### src/rtl/bcd_sqrt_pkg.sv
`default_nettype none
// ============================================================================
// Module      : bcd_sqrt_pkg
// Description : Shared types, constants and helpers for the sequential BCD
//               square-root engine (state encoding, result sizing, BCD
//               shift-add-3 step).
// Revision    : 1.0 - initial release
// ============================================================================
package bcd_sqrt_pkg;

    // Engine phases, in the order an operand flows through them
    typedef enum logic [2:0] {
        ST_IDLE   = 3'd0,
        ST_B2B    = 3'd1,
        ST_SQRT   = 3'd2,
        ST_FIX    = 3'd3,
        ST_DABBLE = 3'd4,
        ST_DONE   = 3'd5
    } state_t;

    // Largest legal value of a BCD nibble
    localparam logic [3:0] BCD_MAX_DIGIT = 4'd9;

    // Result digit count: half the operand digits (rounded up) plus one
    // spare digit so a rounded-up root such as 999 -> 1000 still fits.
    function automatic int out_digits_f(input int in_digits);
        return (in_digits + 1) / 2 + 1;
    endfunction

    // One double-dabble correction: digits of 5 or more get +3 before the
    // shift so that the doubled value carries correctly into the next digit.
    function automatic logic [3:0] bcd_add3(input logic [3:0] digit);
        return (digit >= 4'd5) ? digit + 4'd3 : digit;
    endfunction

endpackage : bcd_sqrt_pkg
`default_nettype wire

### src/rtl/bcd_sqrt_seq_if.sv
`default_nettype none
// ============================================================================
// Module      : bcd_sqrt_seq_if
// Description : Operand/result handshake bundle for bcd_sqrt_seq. The
//               master side supplies operands and consumes results; the
//               slave side is the engine.
// Revision    : 1.0 - initial release
// ============================================================================
interface bcd_sqrt_seq_if
    import bcd_sqrt_pkg::*;
#(
    parameter int IN_DIGITS = 6
);
    localparam int OUT_DIGITS = out_digits_f(IN_DIGITS);

    logic                      in_valid;
    logic                      in_ready;
    logic [4*IN_DIGITS-1:0]    in_bcd;
    logic                      out_valid;
    logic                      out_ready;
    logic [4*OUT_DIGITS-1:0]   out_bcd;
    logic                      out_err;
    logic                      busy;

    modport master (
        output in_valid,
        input  in_ready,
        output in_bcd,
        input  out_valid,
        output out_ready,
        input  out_bcd,
        input  out_err,
        input  busy
    );

    modport slave (
        input  in_valid,
        output in_ready,
        input  in_bcd,
        output out_valid,
        input  out_ready,
        output out_bcd,
        output out_err,
        output busy
    );

endinterface : bcd_sqrt_seq_if
`default_nettype wire

### src/rtl/bcd_dabble_ser.sv
`default_nettype none
// ============================================================================
// Module      : bcd_dabble_ser
// Description : Serial binary-to-packed-BCD converter (double dabble). A
//               start pulse loads the binary value; Q_W following cycles
//               each shift one bit in, MSB first. done is high during the
//               cycle that performs the final shift, so bcd is complete on
//               the edge that ends that cycle and is then held.
// Revision    : 1.0 - initial release
// ============================================================================
module bcd_dabble_ser
    import bcd_sqrt_pkg::*;
#(
    parameter int Q_W        = 12,
    parameter int OUT_DIGITS = 4
) (
    input  wire logic                    clk,
    input  wire logic                    rst_n,
    input  wire logic                    start,
    input  wire logic [Q_W-1:0]          bin,
    output logic                         done,
    output logic [4*OUT_DIGITS-1:0]      bcd
);

    localparam int BCD_W = 4 * OUT_DIGITS;
    localparam int CNT_W = $clog2(Q_W + 1);
    localparam logic [CNT_W-1:0] C_LAST = CNT_W'(Q_W - 1);

    logic [Q_W-1:0]   r_bin;
    logic [BCD_W-1:0] r_bcd;
    logic [CNT_W-1:0] r_cnt;
    logic             r_active;
    logic [BCD_W-1:0] w_adj;

    // Per-digit add-3 correction ahead of each shift
    generate
        for (genvar i = 0; i < OUT_DIGITS; i++) begin : g_adj
            assign w_adj[4*i +: 4] = bcd_add3(r_bcd[4*i +: 4]);
        end
    endgenerate

    // Load on start, then shift one binary bit into the BCD digits per cycle
    always_ff @(posedge clk) begin
        if (!rst_n) begin
            r_bin    <= '0;
            r_bcd    <= '0;
            r_cnt    <= '0;
            r_active <= 1'b0;
        end else if (start) begin
            r_bin    <= bin;
            r_bcd    <= '0;
            r_cnt    <= '0;
            r_active <= 1'b1;
        end else if (r_active) begin
            r_bcd <= {w_adj[BCD_W-2:0], r_bin[Q_W-1]};
            r_bin <= {r_bin[Q_W-2:0], 1'b0};
            if (r_cnt == C_LAST) begin
                r_active <= 1'b0;
                r_cnt    <= '0;
            end else begin
                r_cnt <= r_cnt + 1'b1;
            end
        end
    end

    assign done = r_active && (r_cnt == C_LAST);
    assign bcd  = r_bcd;

endmodule : bcd_dabble_ser
`default_nettype wire

### src/rtl/bcd_sqrt_seq.sv
`default_nettype none
// ============================================================================
// Module      : bcd_sqrt_seq
// Description : Sequential BCD integer square root. Operand is converted
//               BCD->binary one digit per cycle, the root is found one bit
//               per cycle by restoring shift/subtract, an optional rounding
//               step follows, and the root is converted back to packed BCD
//               serially. Latency from accept to out_valid is
//               IN_DIGITS + 2*Q_W + 1 edges.
//               Optional feature macro: BCD_SQRT_ROUND_EN (round half-up of
//               the real root instead of floor).
// Revision    : 1.0 - initial release
// ============================================================================
module bcd_sqrt_seq
    import bcd_sqrt_pkg::*;
#(
    parameter int IN_DIGITS = 6
) (
    input  wire logic       clk,
    input  wire logic       rst_n,
    bcd_sqrt_seq_if.slave   bus
);

    localparam int BIN_W      = 4 * IN_DIGITS;
    localparam int Q_W        = BIN_W / 2;
    localparam int OUT_DIGITS = out_digits_f(IN_DIGITS);
    localparam int RW         = Q_W + 2;
    localparam int CNT_W      = $clog2(Q_W + 1);

    localparam logic [CNT_W-1:0] C_B2B_LAST  = CNT_W'(IN_DIGITS - 1);
    localparam logic [CNT_W-1:0] C_SQRT_LAST = CNT_W'(Q_W - 1);

    state_t                    r_state;
    state_t                    w_state_nxt;

    logic [BIN_W-1:0]          r_opnd;
    logic [BIN_W-1:0]          r_acc;
    logic [RW-1:0]             r_rem;
    logic [Q_W-1:0]            r_q;
    logic [CNT_W-1:0]          r_cnt;
    logic                      r_err;

    logic [3:0]                w_nib;
    logic                      w_nib_bad;
    logic [3:0]                w_digit;
    logic [BIN_W-1:0]          w_acc_x10;
    logic [RW-1:0]             w_rem_sh;
    logic [RW:0]               w_diff;
    logic [Q_W-1:0]            w_q_fix;
    logic                      w_dab_start;
    logic                      w_dab_done;
    logic [4*OUT_DIGITS-1:0]   w_dab_bcd;

    // Digit entering the binary accumulator; illegal nibbles count as zero
    assign w_nib     = r_opnd[BIN_W-1 -: 4];
    assign w_nib_bad = (w_nib > BCD_MAX_DIGIT);
    assign w_digit   = w_nib_bad ? 4'd0 : w_nib;
    assign w_acc_x10 = (r_acc << 3) + (r_acc << 1);

    // Restoring step: bring down two operand bits, try subtracting 4q+1.
    // The remainder never exceeds 2q, so its top two bits are always zero
    // before the shift and dropping them loses nothing.
    assign w_rem_sh = {r_rem[RW-3:0], r_acc[BIN_W-1 -: 2]};
    assign w_diff   = {1'b0, w_rem_sh} - {1'b0, r_q, 2'b01};

`ifdef BCD_SQRT_ROUND_EN
    // rem > q means n > q^2 + q, i.e. sqrt(n) is at least q + 0.5
    assign w_q_fix = (r_rem > RW'(r_q)) ? r_q + 1'b1 : r_q;
`else
    assign w_q_fix = r_q;
`endif

    // State register
    always_ff @(posedge clk) begin
        if (!rst_n) begin
            r_state <= ST_IDLE;
        end else begin
            r_state <= w_state_nxt;
        end
    end

    // Next-state decode and handshake outputs
    always_comb begin
        w_state_nxt   = r_state;
        w_dab_start   = 1'b0;
        bus.in_ready  = 1'b0;
        bus.out_valid = 1'b0;
        bus.busy      = 1'b1;
        case (r_state)
            ST_IDLE: begin
                bus.in_ready = 1'b1;
                bus.busy     = 1'b0;
                if (bus.in_valid) begin
                    w_state_nxt = ST_B2B;
                end
            end
            ST_B2B: begin
                if (r_cnt == C_B2B_LAST) begin
                    w_state_nxt = ST_SQRT;
                end
            end
            ST_SQRT: begin
                if (r_cnt == C_SQRT_LAST) begin
                    w_state_nxt = ST_FIX;
                end
            end
            ST_FIX: begin
                w_dab_start = 1'b1;
                w_state_nxt = ST_DABBLE;
            end
            ST_DABBLE: begin
                if (w_dab_done) begin
                    w_state_nxt = ST_DONE;
                end
            end
            ST_DONE: begin
                bus.out_valid = 1'b1;
                if (bus.out_ready) begin
                    w_state_nxt = ST_IDLE;
                end
            end
            default: begin
                w_state_nxt = ST_IDLE;
            end
        endcase
    end

    // Operand capture, BCD->binary accumulation and root iteration
    always_ff @(posedge clk) begin
        if (!rst_n) begin
            r_opnd <= '0;
            r_acc  <= '0;
            r_rem  <= '0;
            r_q    <= '0;
            r_cnt  <= '0;
            r_err  <= 1'b0;
        end else begin
            case (r_state)
                ST_IDLE: begin
                    if (bus.in_valid) begin
                        r_opnd <= bus.in_bcd;
                        r_acc  <= '0;
                        r_rem  <= '0;
                        r_q    <= '0;
                        r_cnt  <= '0;
                        r_err  <= 1'b0;
                    end
                end
                ST_B2B: begin
                    r_acc  <= w_acc_x10 + BIN_W'(w_digit);
                    r_opnd <= {r_opnd[BIN_W-5:0], 4'd0};
                    if (w_nib_bad) begin
                        r_err <= 1'b1;
                    end
                    r_cnt <= (r_cnt == C_B2B_LAST) ? '0 : r_cnt + 1'b1;
                end
                ST_SQRT: begin
                    r_rem <= w_diff[RW] ? w_rem_sh : w_diff[RW-1:0];
                    r_q   <= {r_q[Q_W-2:0], ~w_diff[RW]};
                    r_acc <= {r_acc[BIN_W-3:0], 2'b00};
                    r_cnt <= (r_cnt == C_SQRT_LAST) ? '0 : r_cnt + 1'b1;
                end
                default: begin
                end
            endcase
        end
    end

    bcd_dabble_ser #(
        .Q_W        (Q_W),
        .OUT_DIGITS (OUT_DIGITS)
    ) u_dabble (
        .clk   (clk),
        .rst_n (rst_n),
        .start (w_dab_start),
        .bin   (w_q_fix),
        .done  (w_dab_done),
        .bcd   (w_dab_bcd)
    );

    // A flagged operand reports zero so no garbage root reaches the display
    assign bus.out_bcd = r_err ? '0 : w_dab_bcd;
    assign bus.out_err = r_err;

endmodule : bcd_sqrt_seq
`default_nettype wire

### src/flat_wrapper.sv
// flat-port wrapper written by rule: the top's interface ports become plain ports
module bcd_sqrt_seq_flat import bcd_sqrt_pkg::*;
#(
    parameter int IN_DIGITS = 6
)
  (clk, rst_n, bus_in_valid, bus_in_ready, bus_in_bcd, bus_out_valid, bus_out_ready, bus_out_bcd, bus_out_err, bus_busy);
  bcd_sqrt_seq_if #(.IN_DIGITS(IN_DIGITS)) bus_i ();
  input  wire logic clk;
  input  wire logic rst_n;
  input wire logic [$bits(bus_i.in_valid)-1:0] bus_in_valid;
  output wire logic [$bits(bus_i.in_ready)-1:0] bus_in_ready;
  input wire logic [$bits(bus_i.in_bcd)-1:0] bus_in_bcd;
  output wire logic [$bits(bus_i.out_valid)-1:0] bus_out_valid;
  input wire logic [$bits(bus_i.out_ready)-1:0] bus_out_ready;
  output wire logic [$bits(bus_i.out_bcd)-1:0] bus_out_bcd;
  output wire logic [$bits(bus_i.out_err)-1:0] bus_out_err;
  output wire logic [$bits(bus_i.busy)-1:0] bus_busy;
  assign bus_i.in_valid = bus_in_valid;
  assign bus_in_ready = bus_i.in_ready;
  assign bus_i.in_bcd = bus_in_bcd;
  assign bus_out_valid = bus_i.out_valid;
  assign bus_i.out_ready = bus_out_ready;
  assign bus_out_bcd = bus_i.out_bcd;
  assign bus_out_err = bus_i.out_err;
  assign bus_busy = bus_i.busy;
  bcd_sqrt_seq #(.IN_DIGITS(IN_DIGITS)) u_core (.clk(clk), .rst_n(rst_n), .bus(bus_i));
endmodule
### config.mk
export PLATFORM = sky130hd
export DESIGN_NAME = bcd_sqrt_seq_flat
export DESIGN_NICKNAME = d
export VERILOG_FILES = /design/src/rtl/bcd_sqrt_pkg.sv /design/src/rtl/bcd_sqrt_seq_if.sv /design/src/rtl/bcd_dabble_ser.sv /design/src/rtl/bcd_sqrt_seq.sv /design/src/flat_wrapper.sv
export SDC_FILE = /design/constraint.sdc
export NUM_CORES = 1
export LEC_CHECK = 0
export CORE_MARGIN = 5
export CORE_UTILIZATION = 35
export DETAILED_ROUTE_END_ITERATION = 8
export SYNTH_ARGS = -nofsm -noshare
export SYNTH_HDL_FRONTEND = slang
export SYNTH_SLANG_ARGS = --single-unit
export TNS_END_PERCENT = 100
### constraint.sdc
create_clock -name clk -period 2.8 [get_ports clk]
set_input_delay 0.42 -clock clk [delete_from_list [all_inputs] [get_ports clk]]
set_output_delay 0.42 -clock clk [all_outputs]
set_load 0.01 [all_outputs]
==> qor.txt, run 1 <==
Synth top area cells: dfxtp_1, ha_1, nor2_1
CP Capture Type: flop
Leakage power: 3.42 nW
Fillers: 1,908
Worst Max-Slew Pin Slew: 693 ps
Dpl ws: -226 ps
Reg clk slew, reported paths: 60 ps
Clk Latency, worst-skew pair: 410 ps
Crit path to: u_core.r_acc[14]
Setup slack, reg-to-reg: -220 ps
Synth Instances: 823
Clock tree buffer depth: 2
Sequential fraction of the synthesis area: 0.332
Synth Register Bits: 113
Period minus WS final: 3020 ps
Antenna cells: 0
TritonCTS clock tree: done
First-pass GRT wire length: 27,900 um
RePlAce Congestion: 0.825
Endpoints failing setup: 12
WL per Instance: 14.2 um
R2R cell count: 11
Synth-to-layout area growth: 23.2%
Worst vdd ir: 0.459 mV
P_int: 3.86 mW
Largest net degree at the start of global routing: 47
Initial DRC count: 337
Hold Path Cell Cnt: 2
Crit path DAT: 3320 ps
Ys Warns: 0
RSZ-0062 raised after global routing: yes
Antenna-violating nets left: 0
# rows: 51
Buffers on Ports: 47
Synth Flop Type: dfxtp_1
R2R Path Start: u_core.r_opnd[22]
Final hold vios: 0
Yosys cell types: 59
Number of global-route vias before repair: 5,820
Worst R2R End: u_core.r_acc[14]
Clk pwr share: 0.369
Switching pwr: 2.09 mW
Initial antenna violation count: 0
Total Wirelength: 16,400 um
Avg Vias per Cell: 5.19
Share of power burned in registers: 0.334
Synth area leader: dfxtp_1
M2 GR Usage: 0.249
Commonest cells post-synth: nor2_1, dfxtp_1, a21oi_1
H-tree levels: 4
Gr ovfl total: 0
Busiest grt layer: met2
Min-delay worst type: reg2reg
CP max stage cell: a221o_2
Asr flop ratio synth: 0
Part of the power in combinational logic: 0.297
Total GRT Usage: 0.150
Syn_nets: 919
Io pins: 48
Worst path cell trace: nor2b_1, ha_1, ha_1, fa_2, a211oi_2, o21ai_1, a21o_1, a221o_2, xor2_1, a222oi_1, nor2_1
DIE WIDTH: 150 um
Most common cell in the netlist: nor2_1
Die area: 0.0224 mm^2
CTS sink count: 113
NumNets Final: 974
Crit-path max FO: 5
GR Util met3: 0.0288
Fin Clk Skew: 11.3 ps
Setup crit start kind: flop
Synth Cell Area: 0.00681 mm^2
Initial core utilization: 0.352
Core area: 0.0193 mm^2
Worst setup path class: reg2reg
Violated checks: negative setup slack
Max-cap violations: 0
Fraction of layout cells with a size suffix above 1: 0.104
Fmax: 331 MHz
DRC viols: 0
Met1 global-route usage: 0.196
CTS Buf Count: 17
Pwr Total: 5.95 mW
Relative slew margins: 0.537
First-pass DRT Iterations: 7
Vias: 5,998
EDFF count, synth: 0
Crit path from: u_core.r_opnd[22]
CP Data Required Time: 3100 ps
Max-slew violations: 0
HPWL Detailed: 11,100 um
Setup_tns: -1370 ps
Status: complete, but fails checks
Root cell of the clock tree: clkbuf_16
Worst path setup slack after routing: -222 ps
P per Cell Area: 709 mW/mm^2
Tcrit/Tclk final: 1.08
Die height: 150 um
Post-synth top area share: 0.332
Most frequent CP cell: ha_1
Critical Path Max Stage Delay: 440 ps
Switching Fraction: 0.352
Post-Synthesis Mean Instance Area: 8.28 um^2
## power by group through the flow
stage | Combinational [mW] | Sequential [mW] | Clock, mW
CTS | 1.77 | 1.98 | 2.25
floorplan | 1.27 | 1.95 | 0
detailed placement | 1.76 | 2.02 | 0
global placement | 1.74 | 2.01 | 0
finish | 1.76 | 1.99 | 2.20
global route | 1.96 | 2.02 | 2.32
## state kept, by name, indices dropped and copies added (netlist names)
signal                    cells
u_core.u_dabble.r_active      1
u_core.r_acc                 24
u_core.r_q                   12
u_core.r_opnd                24
u_core.u_dabble.r_cnt         4
u_core.bus.out_err            1
u_core.u_dabble.r_bin        12
u_core.r_rem                 12
u_core.r_cnt                  4
u_core.r_state                3
u_core.u_dabble.bcd          16
## worst max-delay path: cells and delay by family, from the launching register on
| kind | cells | cell delay (ps) |
|---|---|---|
| XOR/XNOR | 1 | 170 |
| AO/OA/AOI/OAI | 5 | 1290 |
| adder cells (fa/ha/maj) | 3 | 890 |
| flip-flops | 1 | 350 |
| AND/OR/NAND/NOR | 2 | 200 |
## layer usage
metal,vias up,part of all wire
met5,-,0
li1,3092,-
met1,2793,0.48
met2,93,0.47
met3,20,0.031
met4,0,0.018
## kinds of logic after synthesis
group	Yosys count	synth area share
AOI/OAI and AO/OA	231	0.228
xor gates and xnor gates	34	0.0437
adders and majority gates	68	0.127
buffers and inverters	79	0.0457
DFF	113	0.332
muxes	29	0.0426
and+or+nand+nor	269	0.180
## through the flow
step / hold WS (ps) / instances / util / instance area, um^2
after global routing: 485 / 1156 / 0.434 / 8390
after global placement: 451 / 1118 / 0.397 / 7670
final: 465 / 1156 / 0.434 / 8390
after floorplan: 429 / 823 / - / 6810
after CTS: 468 / 1156 / 0.432 / 8350
after detailed placement: 459 / 1118 / 0.397 / 7670
## how the worst min path moves through the flow
stage                                  end  slack (ps)             start
final                        u_core.r_q[1]         460     u_core.r_q[0]
after floorplan           u_core.r_rem[10]         430  u_core.r_rem[10]
after CTS                 u_core.r_opnd[3]         470  u_core.r_opnd[3]
after detailed placement  u_core.r_opnd[3]         460  u_core.r_opnd[3]
after global placement    u_core.r_rem[11]         450  u_core.r_rem[11]
after global routing         u_core.r_q[1]         480     u_core.r_q[0]
## layout make-up
cell class / instances / area (um^2) / area share
clock buffers: 17 / 425 / 0.0507
clock inverters: 15 / 176 / 0.0210
inverters: 35 / 131 / 0.0157
multi-input cells: 631 / 4330 / 0.516
flip-flops and latches: 113 / 2260 / 0.270
well taps: 265 / 332 / 0.0395
repair buffers: 80 / 731 / 0.0871
## cells in the final DEF (no fill, tap or decap), drive strengths merged, types with 15 or more instances in the layout
cell type	count
clkdlybuf4s50	47
mux2i	29
dfxtp	113
a21oi	71
o221ai	20
nor2	115
clkbuf	17
xor2	17
nand3	29
buf	33
o21ai	46
inv	40
ha	66
nand2	61
nor2b	15
xnor2	17
## timing repair
item,in CTS,in global routing
buffers inserted,6,0
resized for setup,10,7
pin swaps,11,1
setup endpoints to repair,13,16
hold buffers,0,0
(Power assumes the default switching activity.)
==> inputs of run 2 (changes only) <==
--- a/config.mk
+++ b/config.mk
@@ -6,7 +6,7 @@
 export NUM_CORES = 1
 export LEC_CHECK = 0
 export CORE_MARGIN = 5
-export CORE_UTILIZATION = 35
+export CORE_UTILIZATION = 30
 export DETAILED_ROUTE_END_ITERATION = 8
 export SYNTH_ARGS = -nofsm -noshare
 export SYNTH_HDL_FRONTEND = slang
==> constraint.sdc (replaced) <==
create_clock -name clk -period 3.46 [get_ports clk]
set_input_delay 0.519 -clock clk [delete_from_list [all_inputs] [get_ports clk]]
set_output_delay 0.519 -clock clk [all_outputs]
set_load 0.01 [all_outputs]
==> qor.txt, run 2 (synthesis results as in run 1) <==
Status: finished clean (was complete, but fails checks)
Total GRT Usage: 0.127 (was 0.150)
DIE WIDTH: 161 um (was 150 um)
Initial antenna violation count: 0 (unchanged)
HPWL Detailed: 11,000 um (was 11,100 um)
R2R cell count: 11 (unchanged)
RePlAce Congestion: 0.780 (was 0.825)
Core Util, Final: 0.364 (was 0.434)
Crit-path max FO: 5 (unchanged)
Number of global-route vias before repair: 5,788 (was 5,820)
Post-CTS Setup Bufs: 0 (was 6)
Io pins: 48 (unchanged)
Setup_tns: 0 ps (was -1370 ps)
Worst setup path class: reg2reg (unchanged)
Min-delay worst type: reg2reg (unchanged)
Tcrit/Tclk final: 0.926 (was 1.08)
Root cell of the clock tree: clkbuf_16 (unchanged)
Initial DRC count: 391 (was 337)
Final hold vios: 0 (unchanged)
Leakage power: 3.31 nW (was 3.42 nW)
Fmax: 312 MHz (was 331 MHz)
Vias: 5,885 (was 5,998)
First-pass DRT Iterations: 7 (unchanged)
# rows: 55 (was 51)
Total Wirelength: 16,100 um (was 16,400 um)
Worst Max-Slew Pin Slew: 739 ps (was 693 ps)
Largest net degree at the start of global routing: 47 (unchanged)
CP Capture Type: flop (unchanged)
Max-slew violations: 0 (unchanged)
Fraction of layout cells with a size suffix above 1: 0.0612 (was 0.104)
NumNets Final: 949 (was 974)
Commonest non-fill, non-tap cell in the layout: nor2_1 (unchanged)
CTS Buf Count: 17 (unchanged)
Gr ovfl total: 0 (unchanged)
TritonCTS clock tree: done (unchanged)
CTS resizes: 0 (was 10)
Crit path from: u_core.r_acc[0] (was u_core.r_opnd[22])
H-tree levels: 4 (unchanged)
CP Data Required Time: 3750 ps (was 3100 ps)
First-pass GRT wire length: 28,000 um (was 27,900 um)
Crit path DAT: 3490 ps (was 3320 ps)
Period minus WS final: 3200 ps (was 3020 ps)
Relative slew margins: 0.506 (was 0.537)
Endpoints failing setup: 0 (was 12)
Setup crit start kind: flop (unchanged)
Antenna-violating nets left: 0 (unchanged)
Fin Clk Skew: 9.12 ps (was 11.3 ps)
DRC viols: 0 (unchanged)
Synth-to-layout area growth: 20.2% (was 23.2%)
Worst R2R End: u_core.r_acc[14] (unchanged)
WL per Instance: 14.0 um (was 14.2 um)
Worst vdd ir: 0.297 mV (was 0.459 mV)
Setup slack, reg-to-reg: 260 ps (was -220 ps)
RSZ-0062 raised after global routing: no (was yes)
Hold buffers post-CTS: 0 (unchanged)
Die height: 161 um (was 150 um)
Initial core utilization: 0.303 (was 0.352)
Hold Path Cell Cnt: 2 (unchanged)
Reg clk slew, reported paths: 60 ps (about the same)
Commonest non-fill, non-tap cells in the layout: nor2_1, dfxtp_1, a21oi_1 (unchanged)
Clock tree buffer depth: 2 (unchanged)
Die area: 0.0258 mm^2 (was 0.0224 mm^2)
Hold worst-path end: u_core.r_rem[10] (was u_core.r_q[1])
Antenna cells: 0 (unchanged)
R2R Path Start: u_core.r_acc[0] (was u_core.r_opnd[22])
Min-delay src: u_core.r_rem[10] (was u_core.r_q[0])
Core area: 0.0225 mm^2 (was 0.0193 mm^2)
Clk Latency, worst-skew pair: 420 ps (was 410 ps)
Buffers on Ports: 47 (unchanged)
Max-cap violations: 0 (unchanged)
P per Cell Area: 591 mW/mm^2 (was 709 mW/mm^2)
Avg Vias per Cell: 5.11 (was 5.19)
CTS sink count: 113 (unchanged)
[run 2: worst max path at each step]
| stage | slack (ps) | cells after the start | end |
|---|---|---|---|
| floorplan | 450 | 12 | u_core.r_acc[14] |
| global placement | 250 | 12 | u_core.r_acc[14] |
| detailed placement | 210 | 11 | u_core.r_acc[14] |
| CTS | 210 | 11 | u_core.r_acc[14] |
| global route | 4 | 11 | u_core.r_acc[22] |
| finish | 260 | 11 | u_core.r_acc[14] |
[run 2: cell type report]
class / instances / area [um^2]
Inverter: 35 / 131
Timing Repair Buffer: 55 / 543
Multi-Input combinational cell: 631 / 4260
Clock buffer: 19 / 453
Clock inverter: 13 / 183
Fill cell: 2271 / 14300
Sequential cell: 113 / 2260
Tap cell: 285 / 357
[run 2: per-layer routing]
layer | global-route usage | wire (um) | vias to the layer above
li1 | - | - | 3034
met1 | 0.168 | 7840 | 2761
met2 | 0.209 | 7660 | 75
met3 | 0.0293 | 478 | 15
met4 | 0.0356 | 166 | 0
met5 | 0 | 0 | -
[run 2: critical path, stage by stage, from the launching register on]
cell	delay, ps
dfxtp_1	370
inv_1	80
fa_1	530
inv_1	70
fa_1	490
a211oi_2	260
o21ai_1	120
a21o_1	220
a221o_1	390
xor2_1	170
a222oi_1	310
nor2_1	70
[run 2: through the flow]
step | instance area, um^2 | std cells | hold slack, ps | setup slack (ps) | total power, mW
floorplan | 6810 | 823 | 429 | 450 | 2.61
detailed placement | 7550 | 1119 | 458 | 208 | 2.97
CTS | 8190 | 1151 | 467 | 206 | 4.88
finish | 8190 | 1151 | 464 | 257 | 4.84
global route | 8190 | 1151 | 480 | 4.27 | 5.13
global placement | 7550 | 1119 | 455 | 255 | 2.95
[run 2: power breakdown]
part | switching (mW) | internal, mW | total [mW]
registers | 0.140 | 1.47 | 1.61
logic | 0.840 | 0.496 | 1.34
clock network | 0.646 | 1.24 | 1.89
